### src/rtl/hazard_stall_unit_if.sv
// Pipeline hazard interface: OF/EX instruction view and the stall/flush controls.
// The pipeline (master) drives the stage contents; the hazard unit (slave) drives the controls.
interface hazard_stall_unit_if;
    logic [31:0] instruction_of;
    logic        valid_of;
    logic [31:0] instruction_e;
    logic        valid_e;
    logic        isBranchTaken_E;
    logic        ext_stall;

    logic        stall_pc;
    logic        stall_of;
    logic        bubble_e;
    logic        flush_if;
    logic        flush_of;
    logic [1:0]  hz_state;
    logic [15:0] stall_cnt;
    logic [15:0] flush_cnt;

    modport master (
        output instruction_of, valid_of, instruction_e, valid_e,
               isBranchTaken_E, ext_stall,
        input  stall_pc, stall_of, bubble_e, flush_if, flush_of,
               hz_state, stall_cnt, flush_cnt
    );

    modport slave (
        input  instruction_of, valid_of, instruction_e, valid_e,
               isBranchTaken_E, ext_stall,
        output stall_pc, stall_of, bubble_e, flush_if, flush_of,
               hz_state, stall_cnt, flush_cnt
    );
endinterface

### src/rtl/hazard_stall_unit.sv
// Load-use stall and taken-branch flush control for the OF/EX pipeline boundary,
// with saturating event counters.
//
// state | meaning
// RUN   | no hazard seen last cycle
// STALL | last cycle held PC/OF and inserted a bubble for a load-use hazard
// FLUSH | last cycle squashed IF/OF for a taken branch; OF content is post-flush
module hazard_stall_unit (
    input logic             clk,
    input logic             rst,
    hazard_stall_unit_if.slave hif
);

    typedef enum logic [1:0] {
        RUN   = 2'b00,
        STALL = 2'b01,
        FLUSH = 2'b10
    } hz_state_t;

    localparam logic [4:0] OP_LD  = 5'b01110;
    localparam logic [4:0] OP_ST  = 5'b01111;
    localparam logic [4:0] OP_RET = 5'b10100;
    localparam logic [3:0] REG_RA = 4'd15;

    hz_state_t   state;
    hz_state_t   state_next;
    logic [15:0] stall_cnt;
    logic [15:0] flush_cnt;

    logic [4:0]  of_op;
    logic        of_imm;
    logic [3:0]  of_rs1;
    logic [3:0]  of_rs2;
    logic [4:0]  e_op;
    logic [3:0]  e_rd;

    logic        reads_rs1;
    logic        reads_rs2;
    logic        reads_ra;
    logic        lu;
    logic        lu_eff;
    logic        bf;

    assign of_op  = hif.instruction_of[31:27];
    assign of_imm = hif.instruction_of[26];
    assign of_rs1 = hif.instruction_of[21:18];
    assign of_rs2 = hif.instruction_of[17:14];
    assign e_op   = hif.instruction_e[31:27];
    assign e_rd   = hif.instruction_e[25:22];

    // The rd field of OF, its low bits and the EX immediate side play no part in hazards.
    logic unused_bits;
    assign unused_bits = ^{hif.instruction_of[25:22], hif.instruction_of[13:0],
                           hif.instruction_e[26], hif.instruction_e[21:0]};

    // Store data (rd of st) is forwarded late, so st only depends on its address register.
    always_comb begin
        reads_rs1 = 1'b0;
        reads_rs2 = 1'b0;
        reads_ra  = 1'b0;
        if (of_op <= 5'd7)
            reads_rs1 = 1'b1;
        if ((of_op >= 5'd10) && (of_op <= 5'd12))
            reads_rs1 = 1'b1;
        if ((of_op == OP_LD) || (of_op == OP_ST))
            reads_rs1 = 1'b1;
        if ((of_op <= 5'd12) && !of_imm)
            reads_rs2 = 1'b1;
        if (of_op == OP_RET)
            reads_ra = 1'b1;
    end

    assign lu = hif.valid_e && hif.valid_of && (e_op == OP_LD) &&
                ((reads_rs1 && (of_rs1 == e_rd)) ||
                 (reads_rs2 && (of_rs2 == e_rd)) ||
                 (reads_ra  && (e_rd == REG_RA)));

    assign lu_eff = lu && (state != FLUSH);
    assign bf     = hif.valid_e && hif.isBranchTaken_E;

    always_ff @(posedge clk) begin
        if (rst)
            state <= RUN;
        else
            state <= state_next;
    end

    always_comb begin
        state_next   = state;
        hif.stall_pc = 1'b0;
        hif.stall_of = 1'b0;
        hif.bubble_e = 1'b0;
        hif.flush_if = 1'b0;
        hif.flush_of = 1'b0;
        if (!rst) begin
            if (hif.ext_stall) begin
                hif.stall_pc = 1'b1;
                hif.stall_of = 1'b1;
            end else if (bf) begin
                state_next   = FLUSH;
                hif.flush_if = 1'b1;
                hif.flush_of = 1'b1;
            end else if (lu_eff) begin
                state_next   = STALL;
                hif.stall_pc = 1'b1;
                hif.stall_of = 1'b1;
                hif.bubble_e = 1'b1;
            end else begin
                state_next   = RUN;
            end
        end
    end

    always_ff @(posedge clk) begin
        if (rst) begin
            stall_cnt <= 16'd0;
            flush_cnt <= 16'd0;
        end else if (!hif.ext_stall) begin
            if (bf) begin
                if (flush_cnt != 16'hFFFF)
                    flush_cnt <= flush_cnt + 16'd1;
            end else if (lu_eff) begin
                if (stall_cnt != 16'hFFFF)
                    stall_cnt <= stall_cnt + 16'd1;
            end
        end
    end

    assign hif.hz_state  = state;
    assign hif.stall_cnt = stall_cnt;
    assign hif.flush_cnt = flush_cnt;

endmodule

### src/flat_wrapper.sv
// flat-port wrapper written by rule: the top's interface ports become plain ports
module hazard_stall_unit_flat 
  (clk, rst, hif_instruction_of, hif_valid_of, hif_instruction_e, hif_valid_e, hif_isBranchTaken_E, hif_ext_stall, hif_stall_pc, hif_stall_of, hif_bubble_e, hif_flush_if, hif_flush_of, hif_hz_state, hif_stall_cnt, hif_flush_cnt);
  hazard_stall_unit_if hif_i ();
  input logic clk;
  input logic rst;
  input wire logic [$bits(hif_i.instruction_of)-1:0] hif_instruction_of;
  input wire logic [$bits(hif_i.valid_of)-1:0] hif_valid_of;
  input wire logic [$bits(hif_i.instruction_e)-1:0] hif_instruction_e;
  input wire logic [$bits(hif_i.valid_e)-1:0] hif_valid_e;
  input wire logic [$bits(hif_i.isBranchTaken_E)-1:0] hif_isBranchTaken_E;
  input wire logic [$bits(hif_i.ext_stall)-1:0] hif_ext_stall;
  output wire logic [$bits(hif_i.stall_pc)-1:0] hif_stall_pc;
  output wire logic [$bits(hif_i.stall_of)-1:0] hif_stall_of;
  output wire logic [$bits(hif_i.bubble_e)-1:0] hif_bubble_e;
  output wire logic [$bits(hif_i.flush_if)-1:0] hif_flush_if;
  output wire logic [$bits(hif_i.flush_of)-1:0] hif_flush_of;
  output wire logic [$bits(hif_i.hz_state)-1:0] hif_hz_state;
  output wire logic [$bits(hif_i.stall_cnt)-1:0] hif_stall_cnt;
  output wire logic [$bits(hif_i.flush_cnt)-1:0] hif_flush_cnt;
  assign hif_i.instruction_of = hif_instruction_of;
  assign hif_i.valid_of = hif_valid_of;
  assign hif_i.instruction_e = hif_instruction_e;
  assign hif_i.valid_e = hif_valid_e;
  assign hif_i.isBranchTaken_E = hif_isBranchTaken_E;
  assign hif_i.ext_stall = hif_ext_stall;
  assign hif_stall_pc = hif_i.stall_pc;
  assign hif_stall_of = hif_i.stall_of;
  assign hif_bubble_e = hif_i.bubble_e;
  assign hif_flush_if = hif_i.flush_if;
  assign hif_flush_of = hif_i.flush_of;
  assign hif_hz_state = hif_i.hz_state;
  assign hif_stall_cnt = hif_i.stall_cnt;
  assign hif_flush_cnt = hif_i.flush_cnt;
  hazard_stall_unit u_core (.clk(clk), .rst(rst), .hif(hif_i));
endmodule
### config.mk
export PLATFORM = sky130hd
export DESIGN_NAME = hazard_stall_unit_flat
export DESIGN_NICKNAME = d
export VERILOG_FILES = /design/src/rtl/hazard_stall_unit_if.sv /design/src/rtl/hazard_stall_unit.sv /design/src/flat_wrapper.sv
export SDC_FILE = /design/constraint.sdc
export NUM_CORES = 1
export LEC_CHECK = 0
export ABC_AREA = 1
export CAP_MARGIN = 10
export CORE_ASPECT_RATIO = 0.8
export CORE_MARGIN = 2
export CORE_UTILIZATION = 25
export CTS_BUF_LIST = sky130_fd_sc_hd__clkbuf_8
export DETAILED_ROUTE_END_ITERATION = 6
export HOLD_SLACK_MARGIN = 0.08
export PLACE_DENSITY = 0.66
export SLEW_MARGIN = 25
export SYNTH_ARGS = -nofsm -noshare
export SYNTH_HDL_FRONTEND = slang
export SYNTH_SLANG_ARGS = --single-unit
### constraint.sdc
create_clock -name clk -period 2.1 [get_ports clk]
set_input_delay 0.63 -clock clk [delete_from_list [all_inputs] [get_ports clk]]
set_output_delay 0.63 -clock clk [all_outputs]
set_load 0.01 [all_outputs]
# After elaboration in Yosys (flattened, before gate mapping)
# Index checks and enable logic that the tools add are counted.
[totals] register_bits=34 input_bits=70 output_inout_bits=39 word_cells=52
[op_classes] n_addsub=2 magnitude_cmp=3 n_eq_ne=10 n_mux=16 bitwise=2 n_reduce_logical=16
[op_table] operator="$add A16 B1 Y16 const B" count=2
[op_table] operator="$ne A16 B16 Y1 const B" count=2
[op_table] operator="$eq A5 B4 Y1 const B" count=3
[op_table] operator="$mux W1" count=15
[op_table] operator="$logic_and A1 B1 Y1" count=10
[op_table] operator="$eq A4 B4 Y1" count=2
[op_table] operator="$eq A5 B5 Y1 const B" count=1
[op_table] operator="$ge A5 B4 Y1 const B" count=1
[op_table] operator="$le A5 B3 Y1 const B" count=1
[op_table] operator="$le A5 B4 Y1 const B" count=1
[op_table] operator="$eq A4 B4 Y1 const B" count=1
[op_table] operator="$reduce_and A4 Y1" count=1
[op_table] operator="$logic_or A1 B1 Y1" count=3
[op_table] operator="$reduce_and A3 Y1" count=1
[op_table] operator="$mux W2" count=1
[op_table] operator="$ne A2 B2 Y1 const B" count=1
[op_table] operator="$not A1 Y1" count=2
[op_table] operator="$logic_not A1 Y1" count=1

# Logic depth before layout (Yosys ltp)
# Gate-level depths: netlist of run 1.
[logic_depth] word_depth=13 ltp_mapped=12 mapped_depth_nobuf=11

# Worst setup path after synthesis of run 1
# Ideal clock, no wire load.
[synth_path] kind="input to output" from="input port hif_instruction_of[30]" to="output port hif_stall_pc" arrival_ns=1.548 required_time_ns=1.470 path_slack_ns=-0.078 stages=9 n_path_buf=1 cell_sequence="or2_1 nor2_2 a21oi_2 nor2_4 nand2_1 nand2_1 nand2_1 inv_1 buf_4"
[synth_via] elab_chain_len=13 elab_cells_between_ends=25 cone_classes="order compare (3); eq/ne (3); mux (9); reduce/logical (10)"
[synth_lines] element="start, declared" line="flat_wrapper.sv:7" text="input wire logic [$bits(hif_i.instruction_of)-1:0] hif_instruction_of;"
[synth_lines] element="$le A5 B3 Y1, or another cell as far along" line="hazard_stall_unit.sv:61" text="if (of_op <= 5'd7)"
[synth_lines] element="$mux W1 / $logic_and A1 B1 Y1 (equally long branches)" line="hazard_stall_unit.sv:61, hazard_stall_unit.sv:63"
[synth_lines] element="$mux W1" line="hazard_stall_unit.sv:63" text="if ((of_op >= 5'd10) && (of_op <= 5'd12))"
[synth_lines] element="$mux W1" line="hazard_stall_unit.sv:65" text="if ((of_op == OP_LD) || (of_op == OP_ST))"
[synth_lines] element="$logic_and A1 B1 Y1" line="hazard_stall_unit.sv:74" text="((reads_rs1 && (of_rs1 == e_rd)) ||"
[synth_lines] element="$logic_or A1 B1 Y1" line="hazard_stall_unit.sv:74"
[synth_lines] element="$logic_or A1 B1 Y1 (*)" line="hazard_stall_unit.sv:75" text="(reads_rs2 && (of_rs2 == e_rd)) ||"
[synth_lines] element="$logic_and A1 B1 Y1 (*)" line="hazard_stall_unit.sv:73" text="assign lu = hif.valid_e && hif.valid_of && (e_op == OP_LD) &&"
[synth_lines] element="$logic_and A1 B1 Y1 (*)" line="hazard_stall_unit.sv:78" text="assign lu_eff = lu && (state != FLUSH);"
[synth_lines] element="$mux W1 (*) (4 in a row)"
[synth_lines] element="end, declared" line="flat_wrapper.sv:13" text="output wire logic [$bits(hif_i.stall_pc)-1:0] hif_stall_pc;"
# Every way passes the cells marked *; elsewhere a longest branch is shown, timed or not.

# Worst setup path in the final report of run 1
[layout_path] from="input port hif_instruction_of[30]" to="output port hif_stall_of"
[layout_via] elab_chain_len=13 elab_cells_between_ends=25 cone_classes="order compare (3); eq/ne (3); mux (9); reduce/logical (10)"
[layout_lines] element="$le A5 B3 Y1, or another cell as far along" line="hazard_stall_unit.sv:61"
[layout_lines] element="$mux W1 / $logic_and A1 B1 Y1 (equally long branches)" line="hazard_stall_unit.sv:61, hazard_stall_unit.sv:63"
[layout_lines] element="$mux W1" line="hazard_stall_unit.sv:63"
[layout_lines] element="$mux W1" line="hazard_stall_unit.sv:65"
[layout_lines] element="$logic_and A1 B1 Y1" line="hazard_stall_unit.sv:74"
[layout_lines] element="$logic_or A1 B1 Y1" line="hazard_stall_unit.sv:74"
[layout_lines] element="$logic_or A1 B1 Y1 (*)" line="hazard_stall_unit.sv:75"
[layout_lines] element="$logic_and A1 B1 Y1 (*)" line="hazard_stall_unit.sv:73"
[layout_lines] element="$logic_and A1 B1 Y1 (*)" line="hazard_stall_unit.sv:78"
[layout_lines] element="$mux W1 (*)" line="hazard_stall_unit.sv:103" text="end else if (lu_eff) begin"
[layout_lines] element="$mux W1 (*)" line="hazard_stall_unit.sv:99" text="end else if (bf) begin"
[layout_lines] element="$mux W1 (*)" line="hazard_stall_unit.sv:96" text="if (hif.ext_stall) begin"
[layout_lines] element="$mux W1 (*)" line="hazard_stall_unit.sv:95" text="if (!rst) begin"
[layout_lines] element="end, declared" line="flat_wrapper.sv:14" text="output wire logic [$bits(hif_i.stall_of)-1:0] hif_stall_of;"
# Marks and branches as above.

==> results of run 1 <==
-- metal layers --
layer	vias to the layer above	wire length, um	part of all wire, %
li1	1279	-	-
met1	1112	2966	49
met2	53	2744	45
met3	5	309	5.1
met4	0	73	1.2
met5	-	0	0
-- state kept, by name, summed over array words and instances, names as in the netlist --
name,cells
u_core.hif.hz_state,2
u_core.hif.flush_cnt,16
u_core.hif.stall_cnt,16
-- per-stage QoR --
step | hold slack, ps | TNS [ps] | power, mW | utilization, %
floorplan | 492.5 | -45.23 | 0.7393 | -
global placement | 454.7 | -10220 | 0.8403 | 36.38
detailed placement | 463.1 | -11820 | 0.8436 | 36.38
CTS | 471.7 | -626.6 | 1.355 | 38.65
global route | 518.1 | -753.3 | 1.407 | 38.97
finish | 497.6 | -478.0 | 1.340 | 38.97
-- worst max-delay path by stage --
| stage | startpoint | to | slack (ps) |
|---|---|---|---|
| floorplan | hif_instruction_of[30] | hif_stall_pc | -50 |
| global placement | hif_instruction_e[25] | hif_stall_of | -920 |
| detailed placement | hif_instruction_e[22] | hif_stall_of | -960 |
| CTS | hif_instruction_of[28] | hif_stall_of | -210 |
| global route | hif_instruction_of[30] | hif_stall_of | -280 |
| finish | hif_instruction_of[30] | hif_stall_of | -190 |
-- where the power goes --
group	switching [mW]	total (mW)	internal, mW
clock	0.237	0.497	0.260
sequential	0.00311	0.651	0.648
combinational	0.0926	0.192	0.0996
-- cell families (layout without fill, tap and decap cells) --
logic type / count (synthesis) / count (layout) / synth area share (%)
adders and majority gates: 2 / 2 / 1.166
and+or+nand+nor: 197 / 197 / 42.74
DFF: 34 / 34 / 31.72
xor gates and xnor gates: 3 / 3 / 1.225
AOI/OAI and AO/OA: 44 / 44 / 12.13
buffers and inverters: 55 / 157 / 11.02
-- cells in the final DEF, fill, tap and decap left out, types with 2 or more instances in the layout --
cell	n
dfxtp_1	34
clkdlybuf4s15_1	3
nor2_4	8
nor3_2	4
xnor2_1	2
buf_2	5
a31oi_1	2
clkdlybuf4s50_1	35
buf_4	33
clkbuf_2	11
o21ai_0	11
o21ai_1	2
nand2_1	79
and3_1	2
dlygate4sd2_1	2
o21bai_1	2
nor3b_1	4
inv_1	38
nand2_2	4
nand3_2	3
buf_6	11
nand3b_1	2
a21oi_2	7
inv_2	9
clkbuf_8	6
nor2_1	42
nand3_1	25
a21oi_1	18
nor3_1	8
nor2_2	5
nand4_1	8
-- critical path, delay by kind of cell --
| family | cells | cell delay, ps |
|---|---|---|
| AND/OR/NAND/NOR | 6 | 700 |
| AO/OA/AOI/OAI | 1 | 70 |
| buffers and inverters | 3 | 270 |
-- area by class of cell --
cell class	instances	area, sq um	share of cell area [%]
Tap cell	112	140.1	4.276
Sequential cell	34	680.7	20.77
Multi-Input combinational cell	246	1304	39.79
Timing Repair Buffer	102	884.6	27.00
Clock buffer	6	82.58	2.520
Inverter	47	176.4	5.384
Clock inverter	2	8.758	0.2673
-- timing repair --
action / in CTS / in global routing
hold buffers: 0 / 0
resized for setup: 92 / 50
pin swaps: 24 / 35
hold endpoints to repair: 0 / 0
setup endpoints to repair: 15 / 11
buffers inserted: 11 / 5
==> impl_metrics.json, run 1 <==
{
  "drt-wirelength-per-cell_um": 11.10,
  "grt_pass1_vias": 2200,
  "cp_max_fo": 3,
  "timing.final.ws_setup_ps": -192.7,
  "leakagePower_nw": 1.361,
  "coreArea_sq_mm": 0.008408,
  "setup_violations": 3,
  "reg2reg_from": "u_core.hif.flush_cnt[0]",
  "grt_usage_pct": 12.93,
  "htreeDepth": 2,
  "r2r-end": "u_core.hif.flush_cnt[0]",
  "synth_edf_count": 0,
  "hold_violations": 0,
  "slowest_stage": "or2_4",
  "grt.busiest_layer": "met2",
  "grt_max_degree": 26,
  "relSlewSlack_pct": 78.73,
  "placed_area_sq_mm": 0.003059,
  "clock_path_buffers": 2,
  "ys_ff_latch": 34,
  "row_count": 30,
  "initial_core_util_pct": 25.52,
  "overflow": 0,
  "nets": 508,
  "cts_root_buffer": "clkbuf_8",
  "top_level_ports": 109,
  "syn-num-nets": 407,
  "vias": 2449,
  "reg2reg_slack_ps": 240,
  "failed_checks": "setup timing",
  "ant_nets": 0,
  "numCtsBuffers": 5,
  "outcome": "finished, violations left",
  "antenna_cells": 0,
  "hpwl_um": 4596,
  "drive_above_1_share_pct": 26.09,
  "start_kind": "primary input",
  "cts_tree": "built",
  "crit_arrival_ps": 1660,
  "synthTopCellsByArea": "dfxtp_1 32%, nand2_1 15%, nor2_1 8.6%, inv_1 7.3%, nand3_1 6.3%",
  "r2r_cells": 9,
  "tightest_slew_ps": 318.3,
  "period_minus_slack_ps": 2293,
  "worstHoldStart": "u_core.hif.hz_state[0]",
  "synth_seq_area_share_pct": 31.72,
  "min-delay-path-class": "flip-flop to flip-flop",
  "synthArstFlopShare_pct": 0,
  "drt_iter0_drc": 77,
  "met1_usage_pct": 17.45,
  "synth_top_area_share_pct": 31.72,
  "fin_cells": 549,
  "ir_drop_v": 0.0001987,
  "viasPerCell": 4.461,
  "synth-warning-count": 0,
  "firstDrtPassIters": 4,
  "cp_cell_sequence": "buf_8, or2_4, nor2_4, a21oi_4, nor2_4, nand2_1, nand2_1, nand2_2, inv_2, buf_6",
  "antenna_found_initial": 0,
  "gp_congestion": 0.8532,
  "cp-end-kind": "primary output",
  "drc": 0,
  "timing.final.crit_share_pct": 109.2,
  "nFillCells": 909,
  "clk_latency_ps": 280,
  "routed_wl_um": 6093,
  "met3_usage_pct": 3.141,
  "dp_slack_ps": -956.7,
  "die_h_um": 86.87,
  "maxSlewViolCount": 0,
  "syn-cell-area_sq_mm": 0.002146,
  "crit_type": "primary input to primary output",
  "synth_common_cells": "83 x nand2_1, 49 x nor2_1, 42 x inv_1, 34 x dfxtp_1, 27 x nand3_1",
  "yosys.area.top_type": "dfxtp_1",
  "dieArea_sq_mm": 0.009345,
  "numPlacedInstances": 526,
  "rsz0062_at_grt": "yes",
  "syn_avg_cell_area_sq_um": 6.405,
  "worstPathRequired_ps": 1470,
  "fmax_ghz": 0.4362,
  "grt.met2_usage_pct": 20.30,
  "numClockSinks": 34,
  "grt_pass1_wl_um": 9791,
  "cpPeakStageDelay_ps": 240,
  "area_growth_pct": 52.71,
  "synth_cells": 335,
  "synthMostInstantiatedCell": "nand2_1",
  "fin_area_sq_mm": 0.003277,
  "die_w_um": 107.6,
  "synth_cell_types": 34,
  "io_buffers": 67,
  "dominantRegCellSynth": "dfxtp_1",
  "hold_depth": 2,
  "worstHoldEndpoint": "u_core.hif.hz_state[0]",
  "p_per_area_mw_per_mm2": 409.1,
  "skew_ps": 1.954,
  "cap_viol_max_count": 0,
  "path_clk_slew_ps": 70
}
(Power assumes the default switching activity.)
==> run 2: changes to the inputs <==
PLACE_DENSITY = 0.55   (was 0.66)
==> run 2 against run 1 <==
  * The run still ends with setup timing left
  * Critical path depth increased by 1
  * Maximum frequency increased by 0.53%
  * Combinational power about the same
  * First-iteration DRC count decreased by 2.6%
  * Count of clock-buffer cells in the layout unchanged
  * Sequential share of layout area increased by 0.18 points
  * Routed wire length decreased by 1.8%
  * Power decreased by 1.1%
  * Critical endpoint is now hif_stall_pc
  * Sequential power about the same
  * Critical path type unchanged
  * Die area unchanged
  * Sequential cell count unchanged
  * Non-clock buffer count unchanged
==> impl_metrics.json, run 2 (synthesized netlist as in run 1, its figures left out) <==
{
  "outcome": "finished, violations left",
  "failed_checks": "setup timing",
  "dieArea_sq_mm": 0.009345,
  "slowest_stage": "clkdlybuf4s15_1",
  "numPlacedInstances": 529,
  "fmax_ghz": 0.4385,
  "utilization_pct": 38.65,
  "tightest_slew_ps": 380.4,
  "path_delay_family": "simple AND/OR/NAND/NOR gates",
  "final_cell_mix": "78 x nand2_1, 42 x nor2_1, 38 x inv_1",
  "grt_max_degree": 26,
  "nets": 508,
  "grt_pass1_wl_um": 10090,
  "maxSlewViolCount": 0,
  "timing.final.ws_setup_ps": -180.8,
  "path_buf_inv": 3,
  "crit_type": "primary input to primary output",
  "rsz0062_at_grt": "yes",
  "leakagePower_nw": 1.345,
  "start_kind": "primary input",
  "cp-end-kind": "primary output",
  "coreArea_sq_mm": 0.008408,
  "hpwl_um": 4637,
  "cp_max_fo": 3,
  "tns_ps": -522.3,
  "hold_violations": 0,
  "fin_cells": 547,
  "placed_area_sq_mm": 0.003082,
  "io_buffers": 67,
  "drive_above_1_share_pct": 25.52,
  "viasPerCell": 4.344,
  "cts_tree": "built",
  "period_minus_slack_ps": 2281,
  "cpMostUsedCell": "nand2_2",
  "cp_num_cells": 11,
  "min-delay-path-class": "flip-flop to flip-flop",
  "ir_drop_v": 0.0001848,
  "cpPeakStageDelay_ps": 200,
  "overflow": 0,
  "gp_congestion": 0.8406,
  "p_per_area_mw_per_mm2": 408.0,
  "grt_pass1_vias": 2213,
  "ant_nets": 0,
  "path_clk_slew_ps": 70,
  "antenna_found_initial": 0,
  "antenna_cells": 0,
  "drt_iter0_drc": 75,
  "drt-wirelength-per-cell_um": 10.94,
  "routed_wl_um": 5982,
  "grt_usage_pct": 13.37,
  "clk_latency_ps": 280,
  "firstDrtPassIters": 5,
  "hold_buffers": 0,
  "initial_core_util_pct": 25.52,
  "cts_root_buffer": "clkbuf_8",
  "top_level_ports": 109,
  "power.total_mw": 1.326,
  "relSlewSlack_pct": 74.64,
  "die_h_um": 86.87,
  "row_count": 30,
  "setup_violations": 4,
  "fin_area_sq_mm": 0.003249,
  "r2r_cells": 15,
  "clock_path_buffers": 2,
  "die_w_um": 107.6,
  "crit_arrival_ps": 1650,
  "drc": 0,
  "numCtsBuffers": 5,
  "htreeDepth": 2,
  "area_growth_pct": 51.43,
  "worstPathRequired_ps": 1470,
  "vias": 2376,
  "skew_ps": 5.291,
  "hold_depth": 1,
  "cp_cell_sequence": "clkdlybuf4s15_1, nand2_1, nor2_1, nor2_1, nand3_1, nand3_2, nand2_2, nand2_2, nand2_2, inv_2, buf_6",
  "cap_viol_max_count": 0,
  "timing.final.crit_share_pct": 108.6,
  "numClockSinks": 34,
  "final_common_cell": "nand2_1"
}
run 2: cell count changes in the layout (fill, tap and decap cells not counted), moves of 2 or more:
cell           before  now
nor2_4              8    6
nor2_2              5    7
dlygate4sd2_1       2    4
buf_6              11    9
run 2: layout make-up:
class                   count  area (sq um)
multi-input cells         246          1297
flip-flops and latches     34         680.7
well taps                 112         140.1
clock buffers               6         82.58
fillers                   904          5159
repair buffers            102         872.1
inverters                  47         176.4
run 2: stage by stage:
step	hold slack, ps	setup WS [ps]
6_report	505.2	-180.8
4_1_cts	508.9	-212.8
2_1_floorplan	492.5	-45.23
3_5_place_dp	496.9	-980.2
5_1_grt	531.5	-255.5
3_3_place_gp	485.8	-964.6
run 2: metal layers:
layer	track usage [%]	share of wire, %	vias to the layer above
met3	2.767	4.9	2
met2	20.87	44	58
met4	3.263	0.64	0
met1	18.88	50	1042
li1	-	-	1274
met5	0	0	-
run 2: worst paths after layout:
check | to | slack, ps | startpoint
worst max-delay path | hif_stall_pc | -180 | hif_instruction_of[29]
worst min-delay path | u_core.hif.flush_cnt[0] | 510 | u_core.hif.flush_cnt[0]
worst max register to register | u_core.hif.hz_state[0] | 140 | u_core.hif.hz_state[0]
worst min register to register | u_core.hif.flush_cnt[0] | 510 | u_core.hif.flush_cnt[0]
run 2: timing repair:
item / in CTS / in global routing
buffers inserted: 10 / 3
pin swaps: 20 / 29
endpoints found under the setup margin: 18 / 9
gates resized for setup: 92 / 41
run 2: worst reg2reg max path, stage by stage, from the launching register on:
cell and delay (ps):
dfxtp_1 330, inv_1 50, nand2_1 80, nand4_1 160
nor2_4 200, nand2_2 70, nand2_2 60, nand2_2 50
buf_4 130, buf_6 100, buf_4 120, buf_4 120
buf_4 120, buf_4 120, buf_4 120, a21oi_2 80
run 2: report_power, final:
part	internal (mW)	switching, mW	leakage, nW
clock	0.253	0.230	0.0431
sequential	0.648	0.00309	0.274
combinational	0.0995	0.0920	1.03
